==> src/rtl/adder58_shared_arbiter.sv <==
// rtl/adder58_shared_arbiter.sv - two-requester round-robin arbiter sharing one 58+37 bit adder
module customAdder58_21 (
  input  logic [57:0] a,
  input  logic [36:0] b,
  output logic [58:0] sum
);

  // B is zero-extended by 21 bits; the carry out of bit 57 lands in bit 58
  always_comb begin
    sum = {1'b0, a} + {22'b0, b};
  end

endmodule

module adder58_shared_arbiter #(
  parameter int A_W   = 58,
  parameter int B_W   = 37,
  parameter bit RR_EN = 1'b1
) (
  input  logic           clk,
  input  logic           rst_n,
  input  logic           req0_valid,
  output logic           req0_ready,
  input  logic [A_W-1:0] req0_a,
  input  logic [B_W-1:0] req0_b,
  input  logic           req1_valid,
  output logic           req1_ready,
  input  logic [A_W-1:0] req1_a,
  input  logic [B_W-1:0] req1_b,
  output logic           res_valid,
  input  logic           res_ready,
  output logic [A_W:0]   res_sum,
  output logic           res_id
);

  typedef enum logic {
    EMPTY = 1'b0,
    FULL  = 1'b1
  } out_state_e;

  out_state_e     state_q;
  out_state_e     state_d;
  logic           prio_q;
  logic           prio_d;
  logic           slot_free;
  logic           grant_any;
  logic           grant_idx;
  logic [A_W-1:0] add_a;
  logic [B_W-1:0] add_b;
  logic [A_W:0]   add_sum;
  logic [A_W:0]   sum_q;
  logic           id_q;

  // Grant: a slot opens when empty or when the held result drains this cycle.
  // Gated by rst_n so no pair is ever accepted while reset is asserted.
  always_comb begin
    slot_free = (state_q == EMPTY) || res_ready;
    grant_any = 1'b0;
    grant_idx = 1'b0;
    if (slot_free && rst_n) begin
      if (req0_valid && req1_valid) begin
        grant_any = 1'b1;
        grant_idx = RR_EN ? prio_q : 1'b0;
      end else if (req0_valid) begin
        grant_any = 1'b1;
        grant_idx = 1'b0;
      end else if (req1_valid) begin
        grant_any = 1'b1;
        grant_idx = 1'b1;
      end
    end
  end

  assign req0_ready = grant_any & ~grant_idx;
  assign req1_ready = grant_any &  grant_idx;

  // Operand mux into the single shared adder
  always_comb begin
    add_a = grant_idx ? req1_a : req0_a;
    add_b = grant_idx ? req1_b : req0_b;
  end

  customAdder58_21 u_adder (
    .a   (add_a),
    .b   (add_b),
    .sum (add_sum)
  );

  // Output-stage next state plus priority pointer update
  always_comb begin
    state_d = state_q;
    prio_d  = prio_q;
    case (state_q)
      EMPTY: begin
        if (grant_any) state_d = FULL;
      end
      FULL: begin
        if (res_ready && !grant_any) state_d = EMPTY;
      end
      default: state_d = EMPTY;
    endcase
    if (grant_any) prio_d = RR_EN ? ~grant_idx : 1'b0;
  end

  // State and priority registers
  always_ff @(posedge clk or negedge rst_n) begin
    if (!rst_n) begin
      state_q <= EMPTY;
      prio_q  <= 1'b0;
    end else begin
      state_q <= state_d;
      prio_q  <= prio_d;
    end
  end

  // Result register loads only on a grant, so a stalled result holds steady
  always_ff @(posedge clk or negedge rst_n) begin
    if (!rst_n) begin
      sum_q <= '0;
      id_q  <= 1'b0;
    end else if (grant_any) begin
      sum_q <= add_sum;
      id_q  <= grant_idx;
    end
  end

  assign res_valid = (state_q == FULL);
  assign res_sum   = sum_q;
  assign res_id    = id_q;

endmodule

==> config.mk <==
export PLATFORM = sky130hd
export DESIGN_NAME = adder58_shared_arbiter
export DESIGN_NICKNAME = d
export VERILOG_FILES = /design/src/rtl/adder58_shared_arbiter.sv
export SDC_FILE = /design/constraint.sdc
export NUM_CORES = 1
export LEC_CHECK = 0
export ABC_AREA = 1
export BUFFER_PORTS_ARGS = -buffer_cell sky130_fd_sc_hd__buf_2
export CAP_MARGIN = 20
export CORE_ASPECT_RATIO = 1.1
export CORE_MARGIN = 3
export CORE_UTILIZATION = 54
export CTS_BUF_LIST = sky130_fd_sc_hd__clkbuf_8
export DETAILED_ROUTE_END_ITERATION = 6
export GPL_ROUTABILITY_DRIVEN = 0
export GPL_TIMING_DRIVEN = 0
export PLACE_DENSITY = 0.92
export SYNTH_ARGS = -nofsm -noshare
export SYNTH_HDL_FRONTEND = slang
export SYNTH_HIERARCHICAL = 1
export SYNTH_SLANG_ARGS = --single-unit
==> constraint.sdc <==
create_clock -name clk -period 3 [get_ports clk]
set_input_delay 0.6 -clock clk [delete_from_list [all_inputs] [get_ports clk]]
set_output_delay 0.6 -clock clk [all_outputs]
set_load 0.05 [all_outputs]
==> results.md, run 1 <==
* Exit stage: global routing (5_1_grt)
* Top cell type by total area after synthesis: nand2_1
* Yosys warns at 6
* Cell Rows at 46
* Die width at 123.7 µm
* I/O pin cnt at 258
* IO buf count at 257
* Avg Cell Area, Syn at 5.326 µm²
* Final HPWL DP at 23620 µm
* Grt repair worst endpoint: res_sum[46]$_DFFE_PN0P_/D
* Clock Sinks at 62
* Net Count, Synth at 1778
* Worst-path end type: register input
* Max Buffers Root-to-Sink at 2
* Yosys cell types at 33
* Top_reg_cell synth: dfrtp_1
* Async SR Flop Fraction at 100.0%
* Tot GR Track Use at 63.21%
* Yosys top cell area share at 33.53%
* Cells after Synth at 1545
* Post-synthesis sequential area ratio at 18.85%
* Cells after DPL at 1995
* Post-Syn Area at 0.008229 mm²
* Outcome: did not finish
* Clk root buf: clkbuf_8
* Vert. Die Dim at 135.5 µm
* Hold buffers post-CTS at 0
* Area contributors post-synth: nand2_1 34%, dfrtp_1 19%, nand3_1 14%, inv_1 11%, ha_1 5.6%
* Total CTS buffers at 9
* Yosys reg bits at 62
* Pin count of the biggest net entering global routing at 23
* Err: [ERROR GRT-0232] Routing congestion too high. Check the congestion heatmap in the GUI.
* H-tree levels at 3
* EDFF count, synth at 0
* GR Overflow Total at 5
* Starting Density at 56.07%
## metrics by stage
step                      instance area, µm²  TNS (ps)  hold slack [ps]  worst slack (ps)
after floorplan                         8229         0            304.4             38.27
after global placement                  9756    -90670            450.7             -1765
after detailed placement                9776    -69710            452.9             -1451
after CTS                              11130         0            33.80             10.08
## cell families after synthesis
group                      share of synthesized area (%)
adders and majority gates                          5.869
and+or+nand+nor                                    55.62
buffers and inverters                              14.40
xor gates and xnor gates                           2.767
DFF                                                18.85
AOI/OAI and AO/OA                                  2.494
## synth_stat cells, types with 6 or more instances
cell type,count
inv_2,11
buf_2,29
nor2_1,65
nand4_1,12
nand2_1,735
dfrtp_1,62
a21oi_1,17
nand3_1,223
clkbuf_1,15
nand2_2,9
xor2_1,22
inv_1,241
nor2_2,16
ha_1,37
o21ai_1,6
nor3_2,7
## per-layer routing
metal / GRT usage, % / GRT overflow
met2: 81.73 / 3
met1: 64.77 / 0
met4: 55.45 / 2
met5: 15.31 / 0
met3: 46.66 / 0
## repair_timing
item,4_1_cts
pin swaps,22
hold endpoints to repair,0
cloned,4
buffers inserted,20
resized for setup,177
setup endpoints to repair,60
==> inputs of run 2 (changes only) <==
Settings changed: CORE_ASPECT_RATIO 1.1 to unset, CORE_UTILIZATION 54 to 40, CTS_BUF_LIST sky130_fd_sc_hd__clkbuf_8 to unset, PLACE_DENSITY 0.92 to unset, PLACE_DENSITY_LB_ADDON set to 0.15.
==> results.md, run 2 <==
* Leak at 7.089 nW
* Nets@finish at 2094
* Count leader, synth: nand2_1 (unchanged)
* CP Data Required Time at 3270 ps
* Net Count, Synth at 1778 (unchanged)
* Crit-path max FO at 8
* Share of cells above drive strength 1 at 35.32%
* Pin count of the biggest net entering global routing at 32
* Max Buffers Root-to-Sink at 2 (unchanged)
* Max reg flops at 59
* Tot GR Track Use at 27.21%
* Pwr/cell area at 509.0 mW/mm²
* Clock Sinks at 62 (unchanged)
* Commonest non-fill, non-tap cells in the layout: 642 x nand2_1, 269 x buf_2, 227 x inv_1
* # DRC at 0
* Top cells by instance count after synthesis: 735 x nand2_1, 241 x inv_1, 223 x nand3_1, 65 x nor2_1, 62 x dfrtp_1 (unchanged)
* Async SR Flop Fraction at 100.0% (unchanged)
* Clk root buf: clkbuf_16 (was clkbuf_8)
* Fin. max-slew vios at 0
* Slew headroom at 69.44%
* Post-Syn Area at 0.008229 mm² (unchanged)
* Cells after Synth at 1545 (unchanged)
* Final hold vios at 0
* CTS tree: built
* Final HPWL DP at 25550 µm (was 23620 µm)
* Total CTS buffers at 9 (unchanged)
* GR Overflow Total at 0
* EDFF count, synth at 0 (unchanged)
* CP endpoint: res_sum[31]
* Area contributors post-synth: nand2_1 34%, dfrtp_1 19%, nand3_1 14%, inv_1 11%, ha_1 5.6% (unchanged)
* DR vias/cell at 4.978
* Die width at 149.4 µm (was 123.7 µm)
* Post-route setup slack at 51.33 ps
* IO buf count at 257 (unchanged)
* Worst slew pin tran at 458.4 ps
* Finished Layout Cells at 2131
* Yosys cell types at 33 (unchanged)
* Fillcell total at 1945
* Post-synthesis sequential area ratio at 18.85% (unchanged)
* FF-to-FF Start: prio_q
* Final instance area at 0.01219 mm²
* Pre-CTS WS at -1552 ps (was -1451 ps)
* Yosys reg bits at 62 (unchanged)
* Avg Cell Area, Syn at 5.326 µm² (unchanged)
* Clk_skew at 4.550 ps
* WL final at 32480 µm
* Post-DP Area at 0.009849 mm² (was 0.009776 mm²)
* WL/cell at 15.24 µm
* First-pass GRT wire length at 47660 µm
* Worst IR drop on VDD at 0.0002443 V
* Core Box Area at 0.01985 mm²
* Initial antenna violation count at 0
* Flop2flop setup slack at 50 ps
* H-tree levels at 3 (unchanged)
* Min Tclk post-route at 2949 ps
* Antenna Cells at 0
* Total power at 6.206 mW
* Cells after DPL at 2067 (was 1995)
* Yosys top cell area share at 33.53% (unchanged)
* Fmax at 0.3391 GHz
* Cell Rows at 51 (was 46)
* Max cap viols at 0
* FF-to-FF path depth at 19
* Vias after detailed routing at 10610
* Top cell type by total area after synthesis: nand2_1 (unchanged)
* 1st-iter DRT viols at 844
* I/O pin cnt at 258 (unchanged)
* Starting Density at 41.47% (was 56.07%)
* RSZ-0062 raised after global routing: true
* Vert. Die Dim at 149.4 µm (was 135.5 µm)
* Tightest Hold Check Type: in2async
* Crit path from: prio_q
* Worst EP arrival at 3220 ps
* Drt pass-1 iters at 5
* WS Path Type: reg2reg
* Crit path capture type: flop
* Element type at the critical path start: flop
* Final setup vio count at 0
* Routed Antenna Nets at 0
* Synth-to-Final Area Change at 48.17%
* Fin crit share at 98.29%
* Vias in the first global route at 9392
* Top_reg_cell synth: dfrtp_1 (unchanged)
* Setup TNS at 0 ps
* Outcome: finished clean (was did not finish)
* Full die area at 0.02233 mm²
* Clock-pin slew on the worst setup and hold paths at 50 ps
* Latest clock arrival within the worst-skew pair at 330 ps
* Yosys warns at 6 (unchanged)
* Reg2reg end: res_sum[31]
* Commonest non-fill, non-tap cell in the layout: nand2_1
-- run 2: cell counts after synthesis --
Identical to the previous run, type by type.
-- run 2: report_power, final --
part	switching [mW]	internal (mW)	total [mW]	leakage, nW
Sequential	0.141	1.07	1.21	0.769
Combinational	2.66	1.27	3.93	6.18
Clock	0.381	0.686	1.07	0.144
Total	3.18	3.02	6.21	7.09
-- run 2: metal layers --
metal  part of all wire [%]  GRT usage [%]  up-vias
met5                      0              0        -
met4                    2.8          7.323        0
met3                    7.8          3.210       60
met2                     45          43.91      427
met1                     45          38.63     4775
li1                       -              -     5346
-- run 2: cell families (layout without fill, tap and decap cells) --
family | after synthesis | in the layout | synth area share, %
flip-flops | 62 | 62 | 18.85
AO/OA/AOI/OAI | 34 | 34 | 2.494
adder cells (fa/ha/maj) | 38 | 38 | 5.869
AND/OR/NAND/NOR | 1084 | 1084 | 55.62
buffers and inverters | 301 | 622 | 14.40
XOR/XNOR | 26 | 26 | 2.767
-- run 2: repair_timing --
item,CTS,global route
gates cloned,2,1
resized for setup,127,274
buffers inserted,17,31
endpoints found under the setup margin,60,49
pin swaps,8,94
hold buffers,0,0
-- run 2: how the worst min path moves through the flow --
stage	from	endpoint	slack (ps)	depth (start not counted)
6_report	rst_n	res_sum[33]	50	1
5_1_grt	rst_n	res_sum[33]	40	1
2_1_floorplan	rst_n	prio_q	300	0
3_5_place_dp	res_sum[1]	res_sum[1]	450	2
4_1_cts	rst_n	res_sum[52]	60	1
3_3_place_gp	res_sum[56]	res_sum[56]	450	2
-- run 2: layout make-up --
cell class                 instances  area [µm²]  area share (%)
buffer                            46       411.6           3.376
sequential                        62        1551           12.72
timing repair buffer             308        1795           14.73
inverter                         252       945.9           7.758
clock inverter                     5       57.56          0.4720
clock buffer                      11       252.7           2.073
multi-input combinational       1182        6847           56.15
tap                              265       331.6           2.719
-- run 2: critical path: stages, from the launching register on --
cell       delay (ps)
dfrtp_1           370
inv_2              50
a21oi_4           140
buf_12            160
nand2_8           130
clkbuf_16         210
nand2_1            60
nand2_1            80
ha_1              300
nand3_1           160
nand3_2           170
nand2_1           110
nand2_2           100
nand2_1           100
nand2_2           100
nand2_1            70
nand3_1           110
xor2_2            270
nand3_2           110
nand2_1            80
-- run 2: metrics by stage --
step | util (%) | hold slack, ps
floorplan | - | 304.4
global placement | 49.62 | 452.0
detailed placement | 49.63 | 454.6
CTS | 55.06 | 64.44
global route | 61.44 | 44.17
finish | 61.44 | 52.74
(Power assumes the default switching activity.)
